<file path="src/rtl/sync_debounce_edge_pkg.sv">
// Edge-select codes and debounce FSM state type for the debounce/edge-counter block.
// Constants only; no timing or flow control of its own.
package sync_debounce_edge_pkg;

    localparam int EDGE_RISE = 0;
    localparam int EDGE_FALL = 1;
    localparam int EDGE_BOTH = 2;

    typedef enum logic [1:0] {
        S_LO      = 2'd0,
        S_PEND_HI = 2'd1,
        S_HI      = 2'd2,
        S_PEND_LO = 2'd3
    } deb_state_t;

    function automatic int dcnt_width(input int ndeb);
        return $clog2(ndeb + 1);
    endfunction

endpackage

</file>
<file path="src/rtl/sync_event_ctr.sv">
// Saturating event counter with sticky overflow and atomic snapshot-and-clear.
// Latency: count updates on the event edge, snapshot outputs one clock after snap; no backpressure.
module sync_event_ctr #(
    parameter int CNTW = 16
) (
    input  logic            clk,
    input  logic            reset,
    input  logic            evt,
    input  logic            snap,
    output logic            snap_valid,
    output logic [CNTW-1:0] snap_cnt,
    output logic            snap_ovf
);

    logic [CNTW-1:0] ecnt;
    logic [CNTW-1:0] ecnt_nxt;
    logic            ovf;
    logic            ovf_nxt;
    logic            sat;

    // A same-cycle event is folded into the snapshot so it is neither lost nor counted twice.
    assign sat      = &ecnt;
    assign ecnt_nxt = (evt && !sat) ? ecnt + 1'b1 : ecnt;
    assign ovf_nxt  = ovf | (evt & sat);

    always_ff @(posedge clk) begin
        if (reset) begin
            ecnt       <= '0;
            ovf        <= 1'b0;
            snap_valid <= 1'b0;
            snap_cnt   <= '0;
            snap_ovf   <= 1'b0;
        end else begin
            snap_valid <= snap;
            if (snap) begin
                snap_cnt <= ecnt_nxt;
                snap_ovf <= ovf_nxt;
                ecnt     <= '0;
                ovf      <= 1'b0;
            end else begin
                ecnt <= ecnt_nxt;
                ovf  <= ovf_nxt;
            end
        end
    end

endmodule

</file>
<file path="src/rtl/sync_debounce_edge.sv">
// Debounces a synchronized level, emits edge strobes and counts selected edges.
// Latency: out/rise/fall NDEB clocks after the first new sample; no backpressure.
module sync_debounce_edge
    import sync_debounce_edge_pkg::*;
#(
    parameter int NDEB = 4,
    parameter int CNTW = 16,
    parameter int EDGE = EDGE_RISE,
    parameter bit INIT = 1'b0
) (
    input  logic            clk,
    input  logic            reset,
    input  logic            in,
    output logic            out,
    output logic            rise,
    output logic            fall,
    input  logic            snap,
    output logic            snap_valid,
    output logic [CNTW-1:0] snap_cnt,
    output logic            snap_ovf
);

    localparam int            DW    = dcnt_width(NDEB);
    localparam logic [DW-1:0] DLAST = DW'(NDEB - 1);

    deb_state_t    state;
    logic [DW-1:0] dcnt;
    logic          rise_nxt;
    logic          fall_nxt;
    logic          evt;

    // Strobes are decoded ahead of the register so the counter moves on the same edge.
    assign rise_nxt = in && (((state == S_LO) && (NDEB == 1)) ||
                             ((state == S_PEND_HI) && (dcnt == DLAST)));
    assign fall_nxt = !in && (((state == S_HI) && (NDEB == 1)) ||
                              ((state == S_PEND_LO) && (dcnt == DLAST)));

    always_comb begin
        evt = 1'b0;
        case (EDGE)
            EDGE_RISE: evt = rise_nxt;
            EDGE_FALL: evt = fall_nxt;
            default:   evt = rise_nxt | fall_nxt;
        endcase
    end

    always_ff @(posedge clk) begin
        if (reset) begin
            state <= INIT ? S_HI : S_LO;
            out   <= INIT;
            rise  <= 1'b0;
            fall  <= 1'b0;
            dcnt  <= '0;
        end else begin
            rise <= rise_nxt;
            fall <= fall_nxt;
            case (state)
                S_LO: begin
                    if (rise_nxt) begin
                        state <= S_HI;
                        out   <= 1'b1;
                        dcnt  <= '0;
                    end else if (in) begin
                        state <= S_PEND_HI;
                        dcnt  <= DW'(1);
                    end else begin
                        dcnt <= '0;
                    end
                end
                S_PEND_HI: begin
                    if (!in) begin
                        state <= S_LO;
                        dcnt  <= '0;
                    end else if (rise_nxt) begin
                        state <= S_HI;
                        out   <= 1'b1;
                        dcnt  <= '0;
                    end else begin
                        dcnt <= dcnt + 1'b1;
                    end
                end
                S_HI: begin
                    if (fall_nxt) begin
                        state <= S_LO;
                        out   <= 1'b0;
                        dcnt  <= '0;
                    end else if (!in) begin
                        state <= S_PEND_LO;
                        dcnt  <= DW'(1);
                    end else begin
                        dcnt <= '0;
                    end
                end
                default: begin
                    if (in) begin
                        state <= S_HI;
                        dcnt  <= '0;
                    end else if (fall_nxt) begin
                        state <= S_LO;
                        out   <= 1'b0;
                        dcnt  <= '0;
                    end else begin
                        dcnt <= dcnt + 1'b1;
                    end
                end
            endcase
        end
    end

    sync_event_ctr #(
        .CNTW(CNTW)
    ) u_ctr (
        .clk       (clk),
        .reset     (reset),
        .evt       (evt),
        .snap      (snap),
        .snap_valid(snap_valid),
        .snap_cnt  (snap_cnt),
        .snap_ovf  (snap_ovf)
    );

endmodule

</file>
<file path="config.mk">
export PLATFORM = sky130hd
export DESIGN_NAME = sync_debounce_edge
export DESIGN_NICKNAME = d
export VERILOG_FILES = /design/src/rtl/sync_debounce_edge_pkg.sv /design/src/rtl/sync_event_ctr.sv /design/src/rtl/sync_debounce_edge.sv
export SDC_FILE = /design/constraint.sdc
export NUM_CORES = 1
export LEC_CHECK = 0
export CAP_MARGIN = 10
export CORE_MARGIN = 2
export CORE_UTILIZATION = 49
export CTS_CLUSTER_SIZE = 40
export DETAILED_ROUTE_END_ITERATION = 12
export PLACE_DENSITY_LB_ADDON = 0.1
export SLEW_MARGIN = 0
export SYNTH_ARGS = -nofsm -noshare
export SYNTH_HDL_FRONTEND = slang
export SYNTH_SLANG_ARGS = --single-unit
</file>
<file path="constraint.sdc">
create_clock -name clk -period 2.1 [get_ports clk]
set_clock_uncertainty 0.1 [all_clocks]
set_input_delay 0.525 -clock clk [delete_from_list [all_inputs] [get_ports clk]]
set_output_delay 0.525 -clock clk [all_outputs]
set_load 0.01 [all_outputs]
</file>
==> metrics.log <==
INFO  metric run_status = completed
INFO  metric timing.hold.worst.class = reg -> reg
INFO  metric hold_path_end = u_ctr.snap_cnt[14]
INFO  metric endpoint_kind = register
INFO  metric core_area = between 3000 and 4000 um2
INFO  metric power.ir.vdd_worst = ~0.43 mV
INFO  metric detailedPlace.worstSlack = -0.293 ns
INFO  metric pin_count_of_the_biggest_net_entering_global_routing = 17
INFO  metric floorplan.initialDensity = roughly half
INFO  metric critical_path_type = reg -> reg
INFO  metric drt-vias-per-instance = 5.70
INFO  metric setup_viol = 0
INFO  metric design.final.nets = 305
INFO  metric yosys.area_share.simple = 26.0%
INFO  metric first_global_vias = 1708
INFO  metric route.final.wire_length = 4.93 mm
INFO  metric first_pass_iters = 4
INFO  metric timing_max_transition_violations_final = 0
INFO  metric detailed_place_hpwl = 3.66 mm
INFO  metric yosys.area.top_type = sky130_fd_sc_hd__dfxtp_1
INFO  metric pwr_density_cell = 577 nW/um2
INFO  metric cp_data_required_time = 2.20 ns
INFO  metric area_growth = 35.2%
INFO  metric report.power.total = between 1500 and 2000 uW
INFO  metric cts-root-buf = sky130_fd_sc_hd__clkbuf_8
INFO  metric clkSlewWorstSetupHoldPaths = 0.08 ns
INFO  metric synth_compound_gate_area_share = 21.1%
INFO  metric grt_antenna_before_repair = 0
INFO  metric asyncSetResetFlopFracSynth = 0%
INFO  metric synth_area_per_cell = 8.57 um2
INFO  metric antenna_cells = 0
INFO  metric synth_enable_flop_cells = 0
INFO  metric die_h = about 68 um
INFO  metric timing.final.crit_share = 93.9%
INFO  metric routabilityCongestion = 0.909
INFO  metric sequential_cell_area = approximately 860 um2
INFO  metric dr.first_iter.drc_count = 131
INFO  metric r2r-start = dcnt[0]
INFO  metric met3_wl_post_dr = 226 um
INFO  metric cp-start-kind = register
INFO  metric worst_ep_arrival_time = ~2.1 ns
INFO  metric drt-wirelength-per-cell = around 14 um
INFO  metric synth-warning-count = 0
INFO  metric cell_variety_after_synth = 44
INFO  metric overall_routing_resource_usage = between 20% and 30%
INFO  metric worst_path_largest_cell_delay = 0.34 ns
INFO  metric dominant_combinational_cell_family_by_area_after_synthesis = simple AND/OR/NAND/NOR gates
INFO  metric cts_hold_buf = 0
INFO  metric postLayoutSetupSlackWorst = 0.127 ns
INFO  metric synth_top_cells_by_area = sky130_fd_sc_hd__dfxtp_1 43%, sky130_fd_sc_hd__ha_1 4.3%, sky130_fd_sc_hd__nor2_1 4.1%
INFO  metric clock_insertion_delay_worst_skew = 0.29 ns
INFO  metric clock_sink_count = 43
INFO  metric drtAntennaViolNets = 0
INFO  metric leakage = 0.000960 uW
INFO  metric path_delay_family = simple AND/OR/NAND/NOR gates
INFO  metric netlist_instances = about 240
INFO  metric cts_buffers = 5
INFO  metric tritoncts = yes
INFO  metric synth_common_cells = 43 x sky130_fd_sc_hd__dfxtp_1, 22 x sky130_fd_sc_hd__nor2_1, 17 x sky130_fd_sc_hd__nand2_1
INFO  metric synthFlopType = sky130_fd_sc_hd__dfxtp_1
INFO  metric clk_path_buf_depth = 2
INFO  metric slew_of_the_pin_with_the_lowest_slew_margin = 0.466 ns
INFO  metric synth-seq-cells = 43
INFO  metric period_needed = 1.97 ns
INFO  metric detail_route.drc_violations = 0
INFO  metric route.top_layer_used = met4
INFO  metric ff2ff_setup_slack = 0.13 ns
INFO  metric setup_total_negative_slack = 0 ns
INFO  metric grt_overflow_total = 0
INFO  metric synth-adder-area-share = roughly 4.3%
INFO  metric post_route_cells_drive_above_1_share = 21.0%
INFO  metric critical_path_s_slowest_cell = sky130_fd_sc_hd__or3_1
INFO  metric layout.filler_cells = 341
INFO  metric io-pin-count = 25
INFO  metric synth_sequential_area_ratio = 42.7%
INFO  metric drv_cap = 0
INFO  metric cp_num_buf_inv = 1
INFO  metric buffer_ports.inserted = 24
INFO  metric yosys.area_share.xor_xnor = 0%
INFO  metric r2r_cell_count = 7
INFO  metric start_point_of_the_worst_hold_path = u_ctr.snap_cnt[14]
INFO  metric synth.mux.area_fraction = less than 1%
INFO  metric num_vias = 1967
INFO  metric placementRows = 23
INFO  metric die_area = 4640 um2
INFO  metric dominant_cell_by_count_in_the_synthesized_netlist = sky130_fd_sc_hd__dfxtp_1
INFO  metric crit_fanout = 8
INFO  metric multiInputGateArea = 1090 um2
INFO  metric grt_first_pass_wirelength = 8.18 mm
INFO  metric wirelength_met1 = 2.40 mm
INFO  metric path_cells = ha_1 > ha_2 > nand3_2 > or2_1 > buf_4 > or3_1 > a311oi_2
INFO  metric cts_htree_levels = 2
INFO  metric final-hold-violation-count = 0
INFO  metric mappedNetlistNets = 246
INFO  metric timing.slew.headroom = 68.7%
INFO  metric timing.hold.worst_path_depth = 2
INFO  metric max_freq = 507 MHz
INFO  metric routed-wl-met2 = 2.25 mm
INFO  metric die_w = 68.1 um
INFO  metric yosys.area.top_type_share = 42.7%
INFO  metric netlist_area = 2010 um2
INFO  metric r2r-end = u_ctr.snap_cnt[8]
## report_power, final
group,internal [uW],leakage [uW],switching (uW)
clock network,233,0.0000422,261
registers,839,0.000349,17.5
logic,105,0.000569,117
total,1180,0.000960,395
## worst min-delay path: cells and delay by family (launching register included)
family | cells | cell delay, ns
and+or+nand+nor | 1 | 0.05
AOI/OAI and AO/OA | 1 | 0.05
DFF | 1 | 0.31
## cells in the final DEF, fill, tap and decap left out, types with 7 or more instances in the layout
cell type,count
sky130_fd_sc_hd__clkdlybuf4s50_1,23
sky130_fd_sc_hd__or4_1,7
sky130_fd_sc_hd__nor3_1,7
sky130_fd_sc_hd__o211ai_1,7
sky130_fd_sc_hd__nand4_1,7
sky130_fd_sc_hd__nand2_1,17
sky130_fd_sc_hd__or3_1,7
sky130_fd_sc_hd__dfxtp_1,42
sky130_fd_sc_hd__nor2_1,22
sky130_fd_sc_hd__nand3_1,9
sky130_fd_sc_hd__o31ai_1,10
sky130_fd_sc_hd__inv_1,9
sky130_fd_sc_hd__buf_4,41
sky130_fd_sc_hd__o21ai_0,7
sky130_fd_sc_hd__a21oi_1,15
## worst max path at each step
stage	from	end	slack, ns	depth (start not counted)
after CTS	in	u_ctr.snap_cnt[12]	0.01	7
after floorplan	dcnt[0]	u_ctr.snap_cnt[6]	0.03	7
after detailed placement	in	u_ctr.snap_cnt[12]	-0.29	7
after global placement	in	u_ctr.snap_cnt[12]	-0.26	7
final	dcnt[0]	u_ctr.snap_cnt[8]	0.13	7
after global routing	dcnt[0]	u_ctr.snap_cnt[8]	-0.002	7
## per-layer routing
layer	vias up	GRT usage (%)
li1	1008	-
met1	910	34.3
met2	45	35.3
met3	4	4.11
met4	0	8.00
met5	-	0
## state kept, by name, indices dropped and copies added (netlist names), named ones only
signal	flops
rise	1
u_ctr.snap_cnt	16
u_ctr.ecnt	16
dcnt	3
u_ctr.snap_valid	1
fall	1
state	1
u_ctr.ovf	1
u_ctr.snap_ovf	1
out	1
## repair_timing
| item | in CTS | in global routing |
|---|---|---|
| setup endpoints to repair | 2 | 10 |
| pin swaps | 0 | 3 |
| buffers inserted | 0 | 3 |
| resized for setup | 1 | 10 |
## per-stage QoR
| step | hold slack [ns] | utilization (%) | area (um2) | cells |
|---|---|---|---|---|
| 2_1_floorplan | 0.324 | - | 2020 | 235 |
| 3_3_place_gp | 0.340 | 64.7 | 2570 | 334 |
| 3_5_place_dp | 0.353 | 64.7 | 2570 | 334 |
| 4_1_cts | 0.368 | 67.0 | 2660 | 342 |
| 5_1_grt | 0.394 | 68.6 | 2720 | 345 |
| 6_report | 0.361 | 68.6 | 2720 | 345 |
## final cells by class
| class | instances | share of cell area (%) |
|---|---|---|
| Multi-Input combinational cell | 168 | 40.1 |
| Sequential cell | 43 | 31.6 |
| Timing Repair Buffer | 67 | 21.7 |
| Clock buffer | 7 | 2.80 |
| Tap cell | 50 | 2.30 |
| Inverter | 9 | 1.24 |
| Clock inverter | 1 | 0.184 |
## logic make-up (layout without fill, tap and decap cells)
kind of cell | count (synthesis) | after routing
adders and majority gates | 7 | 7
buffers and inverters | 24 | 84
AOI/OAI and AO/OA | 62 | 62
and+or+nand+nor | 98 | 98
muxes | 1 | 1
DFF | 43 | 43
(Power assumes the default switching activity.)
==> patch 1 (same flow settings) <==
`CNTW` is set to 16 in 2 places; all go to 15.
--- a/src/rtl/sync_event_ctr.sv
+++ b/src/rtl/sync_event_ctr.sv
@@ -1,7 +1,7 @@
 // Saturating event counter with sticky overflow and atomic snapshot-and-clear.
 // Latency: count updates on the event edge, snapshot outputs one clock after snap; no backpressure.
 module sync_event_ctr #(
-    parameter int CNTW = 16
+    parameter int CNTW = 15
 ) (
     input  logic            clk,
     input  logic            reset,
--- a/src/rtl/sync_debounce_edge.sv
+++ b/src/rtl/sync_debounce_edge.sv
@@ -4,7 +4,7 @@
     import sync_debounce_edge_pkg::*;
 #(
     parameter int NDEB = 4,
-    parameter int CNTW = 16,
+    parameter int CNTW = 15,
     parameter int EDGE = EDGE_RISE,
     parameter bit INIT = 1'b0
 ) (
Interface: changed (resized snap_cnt); port bits go from 25 to 24. No check against the original RTL was run, so the function may have changed too.
==> patch 1 against the original RTL <==
Design area fell by 11%; die area shrank 4.4%; area after synthesis decreased by 4.7%; combinational power decreased by 28%; count of clock-buffer cells in the layout shrank 2; power rose by 0.24%; sequential cell count decreased by 2; non-clock buffer count down 26; worst setup slack got worse by 59 ps; critical path depth shrank 2; routed wire length fell by 3.4%; critical path type is now input pin to flip-flop.
==> patch 1: results (changes against the original RTL) <==
[placement]
port_buffers=23  ; -4.2%
place_inst=288  ; -14%
gp_congestion=0.828  ; -8.9%
dp_hpwl_um=3240  ; -11%
placed_area_sq_um=2280  ; -11%

[global_routing]
grt_pass1_vias=1771  ; +3.7%
grt_pass1_wl_um=8160  ; -0.34%
grtUsageMet1_pct=28.5  ; -5.8 points
grt_use_met3_pct=5.57  ; +1.5 points
use_met2_pct=42.9  ; +7.6 points
grt_usage_pct=24.5  ; +0.84 points
grt_max_degree=29  ; +12

[synthesis]
synth_compound_area_share_pct=17.4  ; -3.7 points
synthAdderAreaFrac_pct=4.56  ; +0.21 points
synthMuxAreaShare_pct=1.63  ; +1.1 points
synth_commonest_cells=dfxtp_1 (41), nor2_1 (21), a21oi_1 (14)
ys_seq_area_share_pct=42.7  ; about the same
synth_area_per_cell_sq_um=9.10  ; +6.2%
yosysWarnings=0  ; unchanged
ys_types=45  ; +2.3%
synthesis.nets=222  ; -9.8%
synth.area.top_cells=dfxtp_1 (43%), ha_1 (4.6%), a311oi_1 (4.1%)

[finish]
drive_gt1_share_pct=18.2  ; -2.8 points
largest_registers=u_ctr.ecnt x15, u_ctr.snap_cnt x15, dcnt x3
fillers=334  ; -2.1%
num-nets-final=258  ; -15%
fin_cells=295  ; -14%

[timing]
whs_ps=369  ; +8.02 ps
relSlewSlack_pct=71.9  ; +3.2 points

[min_path]
min_delay_path_depth=2  ; unchanged
hold_path_end=u_ctr.snap_cnt[4]$_SDFFE_PP0P_
hp-start=u_ctr.snap_cnt[4]$_SDFFE_PP0P_

[detailed_routing]
avgViaCountPerCell=6.04  ; +5.9%
wl_met2_um=2380  ; +5.8%
met3_length_um=214  ; -5.3%
drt_iter0_markers=122  ; -6.9%
wl_um=4760  ; -3.4%
route.layer.met1.wl_um=2100  ; -13%

[critical_path]
r2r_cells=5  ; -2
r2r_start=u_ctr.ecnt[1]$_SDFF_PP0_
worstPathArrival_ps=2140  ; +60 ps
max_stage_delay_ps=540  ; +200 ps
worstPathMaxFanout=6  ; -2
cp_slowest_cell=or4_4
rrSetupSlack_ps=90  ; -40 ps

[clocking]
post_cts_resized=2  ; +1
cts_root_buffer=clkbuf_8

[pwr]
switching_share_pct=22.8  ; -2.3 points
ir_worst_vdd_mv=0.378  ; -12%
leakage_nw=0.846  ; -12%

[outcome]
status=finished, final reports clean

-- patch 1: cell count changes after synthesis, sizes merged, moves of 3 or more --
| cell | delta |
|---|---|
| o31ai | -3 |
| buf | -4 |
| and3 | +3 |
| nand2b | +3 |
| o211ai | -4 |
| or3 | -3 |
| inv | -4 |
| nand2 | -4 |
-- patch 1: power groups by stage --
stage / clock (mW) / combinational (mW) / sequential, mW
floorplan: 0 / 0.0890 / 0.831
global placement: 0 / 0.147 / 0.827
detailed placement: 0 / 0.153 / 0.828
CTS: 0.617 / 0.156 / 0.810
global route: 0.659 / 0.175 / 0.813
finish: 0.606 / 0.160 / 0.810
-- patch 1: final cells by class --
cell class | instances | area share, %
inverters | 5 | 0.776
clock buffers | 5 | 2.85
multi-input cells | 153 | 43.3
flip-flops and latches | 41 | 34.0
clock inverters | 2 | 1.45
well taps | 48 | 2.48
repair buffers | 41 | 15.1
-- patch 1: worst max-delay path by stage --
stage	startpoint	end	slack, ps	cells after the start
final	in	u_ctr.snap_cnt[9]$_SDFFE_PP0P_	70	5
after global routing	u_ctr.ecnt[1]$_SDFF_PP0_	u_ctr.snap_cnt[8]$_SDFFE_PP0P_	10	5
after CTS	in	u_ctr.snap_cnt[7]$_SDFFE_PP0P_	40	5
after detailed placement	in	u_ctr.snap_cnt[7]$_SDFFE_PP0P_	-280	5
after global placement	in	u_ctr.snap_cnt[9]$_SDFFE_PP0P_	-200	5
after floorplan	dcnt[0]$_SDFF_PP0_	u_ctr.snap_cnt[13]$_SDFFE_PP0P_	30	8
-- patch 1: per-stage QoR --
stage	util, %	setup TNS [ps]	setup WS, ps
after floorplan	-	0	32.5
after global placement	61.3	-1430	-196
after detailed placement	61.3	-2400	-285
after CTS	64.3	0	35.6
after global routing	65.1	0	13.8
final	65.1	0	68.6
==> patch 2 (same settings) <==
Without the edit above. Remove the register `fall`: a continuous assignment takes its place, so the output `fall` follows one clock earlier. Comments in the files are not updated.
--- a/src/rtl/sync_debounce_edge.sv
+++ b/src/rtl/sync_debounce_edge.sv
@@ -49,11 +49,9 @@
             state <= INIT ? S_HI : S_LO;
             out   <= INIT;
             rise  <= 1'b0;
-            fall  <= 1'b0;
             dcnt  <= '0;
         end else begin
             rise <= rise_nxt;
-            fall <= fall_nxt;
             case (state)
                 S_LO: begin
                     if (rise_nxt) begin
@@ -107,6 +105,8 @@
         end
     end
 
+    assign fall = fall_nxt;
+
     sync_event_ctr #(
         .CNTW(CNTW)
     ) u_ctr (
Behaviour: not the same (a bounded check fails within 10 cycles, from zero or initial values and one cycle with reset high).
==> patch 2 against the original RTL <==
Power grew 2.3%; worst setup slack lost 110 ps; via count shrank 3.5%; sequential cell count shrank 1; routed wire length shrank 1.2%; design area shrank 1.6%; non-clock buffer count shrank 6; area after synthesis shrank 1.4%; critical path type unchanged; largest cell class unchanged.
==> patch 2: results (changes against the original RTL) <==
[synthesis]
synth_commonest_cells=dfxtp_1 (42), nand2_1 (19), nor2_1 (18)
synth.area.top_cells=dfxtp_1 (42%), ha_1 (4.4%), o31ai_1 (4.2%)
synthesis.nets=242  ; -1.6%
ys_types=41  ; -6.8%
ys_seq_area_share_pct=42.3  ; -0.39 points

[detailed_routing]
routed-via-count=1898  ; -3.5%
routedWlPerCell_um=14.5  ; +1.4%
drt_iter0_markers=85  ; -35%

[critical_path]
worst_r2r_endpoint=u_ctr.ecnt[15]$_SDFF_PP0_
max_stage_delay_ps=490  ; +150 ps
worstPathMaxFanout=4  ; -4
cp_slowest_cell=or4_4
rrSetupSlack_ps=20  ; -110 ps

[clocking]
cts_max_level=2  ; unchanged
cts_root_buffer=clkbuf_8
clk_pin_slew_worst_paths_ps=80  ; about the same

[min_path]
hp-start=u_ctr.snap_cnt[10]$_SDFFE_PP0P_
hold_path_end=u_ctr.snap_cnt[10]$_SDFFE_PP0P_

[global_routing]
grt_usage_pct=22.7  ; -0.98 points
grt_max_degree=18  ; +1
grt_pass1_vias=1675  ; -1.9%

[outcome]
status=finished, final reports clean

[placement]
dp_hpwl_um=3500  ; -4.4%
gp_congestion=0.821  ; -9.8%

[pwr]
leakage_nw=0.945  ; -1.6%
ir_worst_vdd_mv=0.416  ; -3.4%

[finish]
drive_gt1_share_pct=22.0  ; +1.0 points
num-nets-final=296  ; -3.0%

[timing]
tightest_slew_ps=421  ; -44.5 ps

patch 2: worst min-delay path, stage by stage (launching register included):
cell     delay [ps]
dfxtp_1         330
nand2_1          40
o21ai_0          50
patch 2: final cells by class:
class | count | area [sq um]
fillers | 329 | 1260
multi-input cells | 168 | 1130
flip-flops and latches | 42 | 843
repair buffers | 61 | 524
clock buffers | 7 | 86.3
well taps | 50 | 62.6
inverters | 7 | 26.3
clock inverters | 1 | 5.00
patch 2: through the flow:
stage / hold slack [ps] / area, sq um / worst slack (ps) / utilization [%] / std cells
2_1_floorplan: 324 / 2010 / 13.7 / - / 231
3_3_place_gp: 341 / 2530 / -372 / 64.1 / 327
3_5_place_dp: 341 / 2530 / -374 / 64.1 / 327
4_1_cts: 361 / 2620 / 2.24 / 66.6 / 335
5_1_grt: 382 / 2680 / -56.7 / 68.0 / 336
6_report: 355 / 2680 / 16.4 / 68.0 / 336
patch 2: layer usage:
metal  wire (um)  share of wire (%)  vias up  track usage (%)
li1            -                  -      982                -
met4          29               0.60        0             7.40
met1        2430                 50      879             30.3
met5           0                  0        -                0
met3         178                3.7        4             6.17
met2        2230                 46       33             35.3
patch 2: cells by family (layout without fill, tap and decap cells):
logic type      after synthesis  in the layout  share of synthesized area (%)
simple gates                 99             99                           27.3
compound gates               60             60                           20.7
flops                        42             42                           42.3
buf+inv                      21             76                           4.28
fa+ha+maj                     7              7                           4.41
mux                           2              2                           1.01
patch 2: repair_timing:
action	CTS	global route
setup buffers	0	1
resized for setup	5	11
setup endpoints to repair	10	13
pin swaps	1	4
patch 2: power by group:
part / switching, mW / internal, mW / total, mW
Clock: 0.269 / 0.265 / 0.534
Sequential: 0.0186 / 0.819 / 0.838
Combinational: 0.122 / 0.115 / 0.237
